<file path="config.mk">
export PLATFORM = sky130hd
export DESIGN_NAME = product_serializer
export DESIGN_NICKNAME = d
export VERILOG_FILES = /design/src/rtl/product_serializer_pkg.sv /design/src/rtl/product_fifo.sv /design/src/rtl/product_serializer.sv
export SDC_FILE = /design/constraint.sdc
export NUM_CORES = 1
export LEC_CHECK = 0
export ABC_AREA = 1
export CAP_MARGIN = 15
export CORE_MARGIN = 3
export CORE_UTILIZATION = 61
export CTS_BUF_LIST = sky130_fd_sc_hd__clkbuf_2
export DETAILED_ROUTE_END_ITERATION = 8
export GPL_TIMING_DRIVEN = 0
export PLACE_DENSITY = 0.82
export SLEW_MARGIN = 20
export SYNTH_ARGS = -nofsm -noshare
export SYNTH_HDL_FRONTEND = slang
export SYNTH_SLANG_ARGS = --single-unit
</file>
<file path="constraint.sdc">
create_clock -name clk -period 3.2 [get_ports clk]
set_input_delay 0.64 -clock clk [delete_from_list [all_inputs] [get_ports clk]]
set_output_delay 0.64 -clock clk [all_outputs]
set_load 0.05 [all_outputs]
</file>
<file path="src/rtl/product_serializer_pkg.sv">
// Shared types and defaults for the product-word serializer.
// The FSM state enum lives here so the serializer and any future peers agree on it.
package product_serializer_pkg;

  localparam int DATA_W_DEFAULT = 16;
  localparam int DEPTH_DEFAULT  = 4;

  typedef enum logic {
    IDLE  = 1'b0,
    SHIFT = 1'b1
  } state_t;

endpackage

</file>
<file path="src/rtl/product_fifo.sv">
// Word FIFO for the serializer; pointers carry one extra wrap bit so full and empty
// are distinguishable without a separate counter.
module product_fifo
  import product_serializer_pkg::*;
#(
  parameter int DATA_W = DATA_W_DEFAULT,
  parameter int DEPTH  = DEPTH_DEFAULT
) (
  input  logic                     clk,
  input  logic                     rst_n,
  input  logic                     push,
  input  logic [DATA_W-1:0]        push_data,
  input  logic                     pop,
  output logic [DATA_W-1:0]        pop_data,
  output logic                     full,
  output logic                     empty,
  output logic [$clog2(DEPTH):0]   level
);

  localparam int AW = $clog2(DEPTH);

  logic [DATA_W-1:0] mem [DEPTH];
  logic [AW:0]       wr_ptr;
  logic [AW:0]       rd_ptr;
  logic              do_push;
  logic              do_pop;

  assign empty    = (wr_ptr == rd_ptr);
  assign full     = (wr_ptr[AW] != rd_ptr[AW]) && (wr_ptr[AW-1:0] == rd_ptr[AW-1:0]);
  assign level    = wr_ptr - rd_ptr;
  assign do_push  = push && !full;
  assign do_pop   = pop && !empty;
  assign pop_data = mem[rd_ptr[AW-1:0]];

  always_ff @(posedge clk or negedge rst_n) begin
    if (!rst_n) begin
      wr_ptr <= '0;
      rd_ptr <= '0;
    end else begin
      if (do_push) wr_ptr <= wr_ptr + 1'b1;
      if (do_pop)  rd_ptr <= rd_ptr + 1'b1;
    end
  end

  // NOTE: storage is deliberately not reset; the pointers alone decide which entries are live.
  always_ff @(posedge clk) begin
    if (do_push) mem[wr_ptr[AW-1:0]] <= push_data;
  end

endmodule

</file>
<file path="src/rtl/product_serializer.sv">
// Serializes queued product words MSB first over a valid/ready bit stream,
// back-to-back with no idle cycle when another word is already queued.
module product_serializer
  import product_serializer_pkg::*;
#(
  parameter int DATA_W = DATA_W_DEFAULT,
  parameter int DEPTH  = DEPTH_DEFAULT
) (
  input  logic                     clk,
  input  logic                     rst_n,
  input  logic [DATA_W-1:0]        in_data,
  input  logic                     in_valid,
  output logic                     in_ready,
  output logic                     ser_data,
  output logic                     ser_valid,
  output logic                     ser_last,
  input  logic                     ser_ready,
  output logic [$clog2(DEPTH):0]   level
);

  localparam int CW = $clog2(DATA_W);

  state_t            state;
  state_t            state_next;
  logic [DATA_W-1:0] shreg;
  logic [CW-1:0]     bit_cnt;
  logic [DATA_W-1:0] head;
  logic              fifo_full;
  logic              fifo_empty;
  logic              push;
  logic              pop;
  logic              xfer;
  logic              last_bit;

  // in_ready is a pure function of registered FIFO state, so a same-cycle pop never frees a slot.
  assign in_ready = !fifo_full;
  assign push     = in_valid && in_ready;
  assign last_bit = (bit_cnt == CW'(DATA_W - 1));

  product_fifo #(
    .DATA_W (DATA_W),
    .DEPTH  (DEPTH)
  ) u_fifo (
    .clk       (clk),
    .rst_n     (rst_n),
    .push      (push),
    .push_data (in_data),
    .pop       (pop),
    .pop_data  (head),
    .full      (fifo_full),
    .empty     (fifo_empty),
    .level     (level)
  );

  always_ff @(posedge clk or negedge rst_n) begin
    if (!rst_n) state <= IDLE;
    else        state <= state_next;
  end

  // NOTE: every output of this block gets a default first, so no path leaves one unassigned (no latch).
  always_comb begin
    state_next = state;
    ser_valid  = 1'b0;
    ser_data   = 1'b0;
    ser_last   = 1'b0;
    xfer       = 1'b0;
    pop        = 1'b0;
    case (state)
      IDLE: begin
        if (!fifo_empty) begin
          pop        = 1'b1;
          state_next = SHIFT;
        end
      end
      SHIFT: begin
        ser_valid = 1'b1;
        ser_data  = shreg[DATA_W-1];
        ser_last  = last_bit;
        xfer      = ser_ready;
        if (ser_ready && last_bit) begin
          if (!fifo_empty) pop = 1'b1;
          else             state_next = IDLE;
        end
      end
      default: state_next = IDLE;
    endcase
  end

  // A pop always wins over a shift: it only coincides with the final bit leaving.
  always_ff @(posedge clk or negedge rst_n) begin
    if (!rst_n) begin
      shreg   <= '0;
      bit_cnt <= '0;
    end else if (pop) begin
      shreg   <= head;
      bit_cnt <= '0;
    end else if (xfer) begin
      shreg   <= {shreg[DATA_W-2:0], 1'b0};
      bit_cnt <= bit_cnt + CW'(1);
    end
  end

endmodule

</file>
==> run summary, run 1 <==
DRC Markers: 0
Initial Utilization: 65.3%
P&R area growth vs syn: 13.9%
Primary FF master, synth: edfxtp_1
Total CTS buffers: 9
Synth Register Bits: 91
Core area: 6170 um^2
Non-Filler Instances: 504
Routed Wire Length: 7920 um
CTS Sinks: 91
Max clock buf depth: 2
Largest family of logic cells by synthesized area: simple AND/OR/NAND/NOR gates
Final net count: 453
Global route overflow: 0
Post-synthesis compound-gate area fraction: 0.901%
P per Cell Area: 855 nW/um^2
Fin. max-slew vios: 0
Cell taking the most area after synthesis: edfxtp_1
Placed insts: 488
Share of post-route cells with drive strength above 1: 12.4%
Total power: 3.92 mW
Initial antenna violation count: 0
Fmax: 329 MHz
Clk_lat worst skew: 540 ps
Ys Warns: 0
H-tree depth: 3
Worst Setup End Kind: output pin
Root buffer cell: clkbuf_2
Syn Area/Cell: 10.5 um^2
Synth area leaders: edfxtp_1 48%, dfrtp_1 17%, nand2_1 13%, nand3_1 8.2%, inv_1 2.6%
Post-synthesis sequential area ratio: 64.5%
GPL Wtd Cong: 0.876
Adder-Cell Fraction of Synth Area: 2.98%
Ant. Diodes: 0
Simple-gate share of the synthesized area: 24.3%
Worst-path clk slew: 260 ps
Top sig layer: met4
Peak fanout along the critical path: 10
# hold bufs at CTS: 0
Via count: 2740
Die area: 7620 um^2
Detail Route Antenna Nets: 0
DPL Wire Length: 5330 um
Final min period: 3040 ps
Clk_skew: 30.7 ps
Unrepaired setup endpoints after global routing: no
Routed length per instance: 15.7 um
Yosys cell types: 25
Total negative slack: 0 ps
WS Path Type: register to output pin
Commonest cells post-synth: 139 x nand2_1, 66 x nand3_1, 64 x edfxtp_1
Finish-stage setup viols: 0
Setup bufs post-CTS: 0
Top-count cell post-synth: nand2_1
Vias in the first global route: 2792
Final worst slack: 162 ps
Met3 wire len: 523 um
Worst Setup Start Kind: register
Die X: 87.3 um
Post-synth ARST share: 29.7%
CTS tree: built
Input/output buffers: 26
First-pass GRT wire length: 13300 um
DP Worst Slack: 123 ps
Period Utilization, post-route: 94.9%
I/O pins: 27
Via/cell ratio: 5.44
Min-Delay Path Class: primary input to asynchronous set/reset pin
Met1 wire length: 3330 um
Pin count of the biggest net entering global routing: 28
Mux contribution to synthesized area: 0%
Hold Vio Cnt, Final: 0
Critical Path RT: 2560 ps
Post-synth EDFFs: 64
Status: completed
GRT Resource Usage Total: 23.5%
Arrival time at the worst endpoint: 2400 ps
Synthesized area: 4030 um^2
Max_slew headroom: 59.0%
Max IR drop VDD: 0.926 mV
Top cell type's share of synthesized area: 47.7%
Synth Area in XOR/XNOR: 1.52%
Met2 WL: 3920 um
Mapped Cells: 384
Worst Tran Pin Value: 615 ps
Lkg Pwr: 2.02 nW
Die Y-Extent: 87.3 um
Mapped Nets: 413
Number of max-cap violations: 0
Pre-antenna DRT Iters: 4
Num rows: 28
Iter 0 DRT Violations: 212
## critical path, cell delays in order, from the launching register on
cell	delay [ps]
dfrtp_1	490
clkbuf_4	220
inv_2	170
buf_4	230
ha_1	250
nand2_1	70
inv_1	80
nand2_1	100
clkbuf_4	230
## through the flow
stage | hold WS (ps) | util, % | instance area, um^2
6_report | 63.2 | 74.4 | 4590
5_1_grt | 30.5 | 74.4 | 4590
4_1_cts | 52.7 | 74.3 | 4580
3_5_place_dp | 466 | 71.7 | 4420
3_3_place_gp | 462 | 71.1 | 4380
2_1_floorplan | 344 | - | 4030
## cell type report
type | instances | area, um^2
inverter | 32 | 125
multi-input combinational | 244 | 1200
sequential | 91 | 2600
clock buffer | 9 | 45.0
tap | 75 | 93.8
fill | 438 | 1580
buffer | 17 | 114
timing repair buffer | 29 | 284
clock inverter | 7 | 123
## registers in the layout, summed over array words and instances, names as in the netlist
register	cells
u_fifo.wr_ptr	3
u_fifo.rd_ptr	3
state	1
shreg	16
u_fifo.mem	64
bit_cnt	4
## cells in the final DEF (no fill, tap or decap), drive strengths merged
cell | synthesis | final
nand2 | 144 | 144
nand3 | 69 | 69
edfxtp | 64 | 64
inv | 32 | 34
dfrtp | 27 | 27
clkdlybuf4s50 | 0 | 22
buf | 15 | 18
clkbuf | 2 | 13
ha | 8 | 8
xor2 | 7 | 7
nor2 | 7 | 7
bufinv | 0 | 3
o21ai | 3 | 3
nand4 | 2 | 2
a21oi | 2 | 2
clkinvlp | 0 | 2
dlygate4sd2 | 0 | 2
nand3b | 1 | 1
fa | 1 | 1
## where the power goes
| part | switching (mW) | internal (mW) |
|---|---|---|
| combinational | 1.05 | 0.458 |
| clock | 0.394 | 0.341 |
| sequential | 0.120 | 1.56 |
## cells by family after synthesis
family	count (synthesis)
flip-flops	91
XOR/XNOR	7
AO/OA/AOI/OAI	5
AND/OR/NAND/NOR	223
buffers and inverters	49
adder cells (fa/ha/maj)	9
## per-layer routing
layer  vias to the layer above  GRT usage, %
li1                       1344             -
met1                      1286          30.8
met2                        95          38.6
met3                        15          5.87
met4                         0          7.67
met5                         -             0
## repair_timing
action / 4_1_cts / 5_1_grt
hold endpoints to repair: 0 / 0
endpoints found under the setup margin: 3 / 1
cloned: 0 / 0
resized for setup: 8 / 2
## worst paths after layout
check                            startpoint                to  slack [ps]  cells after the start
max reg2reg                u_fifo.rd_ptr[1]  u_fifo.mem[0][1]         410                     10
min                                   rst_n          shreg[6]          60                      1
max in group asynchronous             rst_n          shreg[4]        2730                      1
max                        u_fifo.rd_ptr[1]          in_ready         160                      8
min in group clk                   shreg[9]          shreg[9]         520                      2
min reg2reg                        shreg[9]          shreg[9]         520                      2
No activity file was read; power rests on OpenSTA's default activity.
==> run 2, diff against run 1 <==
- CORE_UTILIZATION: 61 -> 66
- PLACE_DENSITY: 0.82 -> 0.88
- clock period: 3.2 -> 3.7 ns (I/O delays scaled with it)
==> run summary, run 2 (synthesis gave the netlist of run 1 again) <==
Critical Path RT: 2960 ps
Worst Setup End Kind: output pin
Post-DP Area: 4400 um^2
GRT Resource Usage Total: 25.1%
Final Hold Slack: 172 ps
CTS tree: built
Iter 0 DRT Violations: 301
P per Cell Area: 730 nW/um^2
WS Path Type: register to output pin
Switching share of power: 41.5%
Peak fanout along the critical path: 10
Max FFs per register: 64
Pin count of the biggest net entering global routing: 28
Die area: 7080 um^2
Worst Setup Start Kind: register
Worst-path clk slew: 240 ps
Max_slew headroom: 36.8%
Routed length per instance: 16.6 um
Unrepaired setup endpoints after global routing: no
GPL Wtd Cong: 0.820
Detail Route Antenna Nets: 0
Part of the power in the clock network: 15.1%
Fmax: 281 MHz
Vias in the first global route: 2910
Root buffer cell: clkbuf_2
Status: completed
Routed Wire Length: 8280 um
Total negative slack: 0 ps
Sw Pwr: 1.37 mW
Commonest non-fill, non-tap cell in the layout: nand2_1
Die Y-Extent: 84.1 um
# hold bufs at CTS: 0
Clk_skew: 17.0 ps
Core area: 5710 um^2
Total power: 3.30 mW
Period Utilization, post-route: 96.2%
Hold Vio Cnt, Final: 0
Initial antenna violation count: 0
Pre-antenna DRT Iters: 6
Power Internal: 1.93 mW
Input/output buffers: 26
Die X: 84.1 um
Fin. max-slew vios: 0
Sequential share of power: 44.3%
Via/cell ratio: 5.62
Worst Tran Pin Value: 947 ps
Max clock buf depth: 2
Total CTS buffers: 9
Final min period: 3560 ps
Finish-stage setup viols: 0
DPL Wire Length: 5550 um
Min-Delay Path Class: primary input to asynchronous set/reset pin
DRC Markers: 0
Max IR drop VDD: 0.591 mV
Comb power frac: 40.6%
Via count: 2808
Finished Cell Area: 4520 um^2
First-pass GRT wire length: 13700 um
Arrival time at the worst endpoint: 2820 ps
Final net count: 452
I/O pins: 27
H-tree depth: 3
Num rows: 27
Lkg Pwr: 1.99 nW
Initial Utilization: 70.6%
P&R area growth vs syn: 12.2%
Number of max-cap violations: 0
Most frequent cells in the layout: 139 x nand2_1, 66 x nand3_1, 64 x edfxtp_1
Clk_lat worst skew: 530 ps
Global route overflow: 0
Ant. Diodes: 0
CTS Sinks: 91
Share of post-route cells with drive strength above 1: 11.9%
==> run 2: routing by layer <==
metal	up-vias	track usage, %	wire [um]	part of all wire [%]
met5	-	0	0	0
met1	1348	31.7	3410	41
met3	22	4.42	456	5.5
met4	0	13.7	226	2.7
li1	1344	-	-	-
met2	94	41.3	4180	51
==> run 2: power by group through the flow <==
stage	logic, mW	registers, mW	clock network (mW)
floorplan	0.915	1.45	0
CTS	1.34	1.46	0.504
finish	1.34	1.46	0.499
detailed placement	1.33	1.48	0
global route	1.47	1.48	0.546
global placement	1.24	1.47	0
==> run 2: layout make-up <==
cell class                      instances  area [um^2]
Clock buffer                           11         55.1
Clock inverter                          5         62.6
Inverter                               32          125
Buffer                                 17          109
Multi-Input combinational cell        244         1200
Tap cell                               72         90.1
Fill cell                             345         1190
Timing Repair Buffer                   28          277
Sequential cell                        91         2600
==> run 2: per-stage QoR <==
| stage | worst slack [ps] | instances | util, % |
|---|---|---|---|
| floorplan | 759 | 384 | - |
| global placement | 372 | 482 | 76.7 |
| detailed placement | 501 | 484 | 77.1 |
| CTS | 128 | 500 | 79.2 |
| global route | 9.75 | 500 | 79.2 |
| finish | 142 | 500 | 79.2 |
==> run 2: worst max-delay path, stage by stage, from the launching register on <==
cell and delay [ps]:
dfrtp_1 480, buf_2 220, inv_2 180, buf_2 280, ha_1 280, nand2_1 80
inv_1 100, nand2_1 120, dlygate4sd2_1 540
==> run 2: what timing repair did <==
action                     CTS  global route
setup buffers                0             0
setup endpoints to repair    1             0
resized for setup            1             0
==> run 2: final timing paths <==
path	start	end	slack (ps)	cells past startpoint
max	u_fifo.rd_ptr[1]	in_ready	140	8
min	rst_n	state	170	1
max reg2reg	u_fifo.rd_ptr[1]	u_fifo.mem[0][1]	700	9
min reg2reg	shreg[14]	shreg[14]	520	2
max in group asynchronous	rst_n	shreg[1]	3130	1
min in group clk	shreg[14]	shreg[14]	520	2
==> run 3, diff against run 2 <==
- CORE_UTILIZATION: 66 -> 62
- PLACE_DENSITY: 0.88 -> 0.83
==> run summary, run 3 (synthesis gave the netlist of run 1 again) <==
Global route overflow: 0
Final net count: 452
Max IR drop VDD: 0.617 mV
Clk_lat worst skew: 540 ps
Switching share of power: 41.3%
Initial antenna violation count: 0
Worst r2r path cells: 9
Comb power frac: 40.2%
Final min period: 3480 ps
Share of post-route cells with drive strength above 1: 11.7%
Fin. max-slew vios: 0
DP Worst Slack: 529 ps
Period Utilization, post-route: 94.1%
Routed length per instance: 16.1 um
CTS tree: built
Part of the power in the clock network: 15.1%
Fmax: 287 MHz
Die area: 7500 um^2
Hold Vio Cnt, Final: 0
First-pass GRT wire length: 13300 um
Clk_skew: 21.5 ps
Met1 wire length: 3340 um
Vias in the first global route: 2789
I/O pins: 27
Met2 WL: 4090 um
Post-CTS Resized: 1
DRC Markers: 0
Sw Pwr: 1.35 mW
Worst Setup End Kind: output pin
CTS Sinks: 91
Worst Setup Start Kind: register
Top sig layer: met4
Sequential share of power: 44.7%
P per Cell Area: 723 nW/um^2
Power Internal: 1.92 mW
Detail Route Antenna Nets: 0
Worst-path clk slew: 250 ps
Ant. Diodes: 0
Input/output buffers: 26
Placed insts: 487
Final Hold Slack: 141 ps
# hold bufs at CTS: 0
H-tree depth: 3
Root buffer cell: clkbuf_2
Pre-antenna DRT Iters: 5
Commonest non-fill, non-tap cell in the layout: nand2_1
Max clock buf depth: 2
Via count: 2830
Pin count of the biggest net entering global routing: 28
Total CTS buffers: 9
Die X: 86.6 um
Max_slew headroom: 40.0%
Initial Utilization: 66.1%
Core area: 6100 um^2
Unrepaired setup endpoints after global routing: no
Worst Tran Pin Value: 900 ps
Most frequent cells in the layout: 139 x nand2_1, 66 x nand3_1, 64 x edfxtp_1
Die Y-Extent: 86.6 um
Non-Filler Instances: 503
Peak fanout along the critical path: 10
GPL Wtd Cong: 0.817
Num rows: 28
Lkg Pwr: 1.99 nW
Min-Delay Path Class: primary input to asynchronous set/reset pin
Via/cell ratio: 5.63
Fillcell total: 428
GRT Resource Usage Total: 23.5%
Status: completed
Critical Path RT: 2960 ps
P&R area growth vs syn: 12.2%
Arrival time at the worst endpoint: 2740 ps
Setup bufs post-CTS: 0
Number of max-cap violations: 0
DPL Wire Length: 5450 um
Finish-stage setup viols: 0
Total negative slack: 0 ps
WS Path Type: register to output pin
Max FFs per register: 64
Iter 0 DRT Violations: 200
Final worst slack: 217 ps
Met3 wire len: 449 um
Routed Wire Length: 8080 um
run 3: changes by cell type in the layout (fill, tap and decap cells not counted):
cell,previous run,this run
clkinvlp_4,2,1
clkbuf_2,11,10
clkinv_4,1,0
clkinv_2,0,1
clkinv_1,0,1
inv_6,2,3
run 3: final timing paths:
| path | startpoint | endpoint | slack (ps) |
|---|---|---|---|
| max | u_fifo.rd_ptr[1] | in_ready | 220 |
| min | rst_n | shreg[15] | 140 |
| max reg2reg | u_fifo.rd_ptr[1] | u_fifo.mem[2][6] | 820 |
| min reg2reg | shreg[14] | shreg[14] | 510 |
| max in group asynchronous | rst_n | shreg[7] | 3140 |
| min in group clk | shreg[14] | shreg[14] | 510 |
run 3: layer usage:
metal  track usage [%]  vias up
met2              38.5      113
met4              10.6        0
met3              4.85       22
li1                  -     1344
met5                 0        -
met1              30.4     1351
run 3: cell type report:
cell class / instances / area [um^2] / area share [%]
Inverter: 32 / 125 / 2.77
Timing Repair Buffer: 28 / 277 / 6.12
Tap cell: 75 / 93.8 / 2.08
Sequential cell: 91 / 2600 / 57.5
Multi-Input combinational cell: 244 / 1200 / 26.7
Buffer: 17 / 109 / 2.41
Clock inverter: 6 / 63.8 / 1.41
Clock buffer: 10 / 50.0 / 1.11
run 3: per-stage QoR:
| step | cell area (um^2) | total power [mW] | utilization (%) |
|---|---|---|---|
| global route | 4520 | 3.47 | 74.2 |
| finish | 4520 | 3.27 | 74.2 |
| floorplan | 4030 | 2.37 | - |
| detailed placement | 4410 | 2.79 | 72.3 |
| global placement | 4380 | 2.72 | 71.9 |
| CTS | 4520 | 3.27 | 74.2 |
run 3: critical path: stages, from the launching register on:
cell and delay (ps):
dfrtp_1 480, buf_2 220, inv_2 180, buf_2 270
ha_1 270, nand2_1 60, inv_1 80, nand2_1 110
dlygate4sd2_1 540
run 3: power by group through the flow:
stage | clock network, mW | registers, mW | logic (mW)
after floorplan | 0 | 1.45 | 0.915
after global placement | 0 | 1.47 | 1.25
after detailed placement | 0 | 1.48 | 1.31
after CTS | 0.497 | 1.46 | 1.32
after global routing | 0.544 | 1.48 | 1.44
final | 0.493 | 1.46 | 1.31
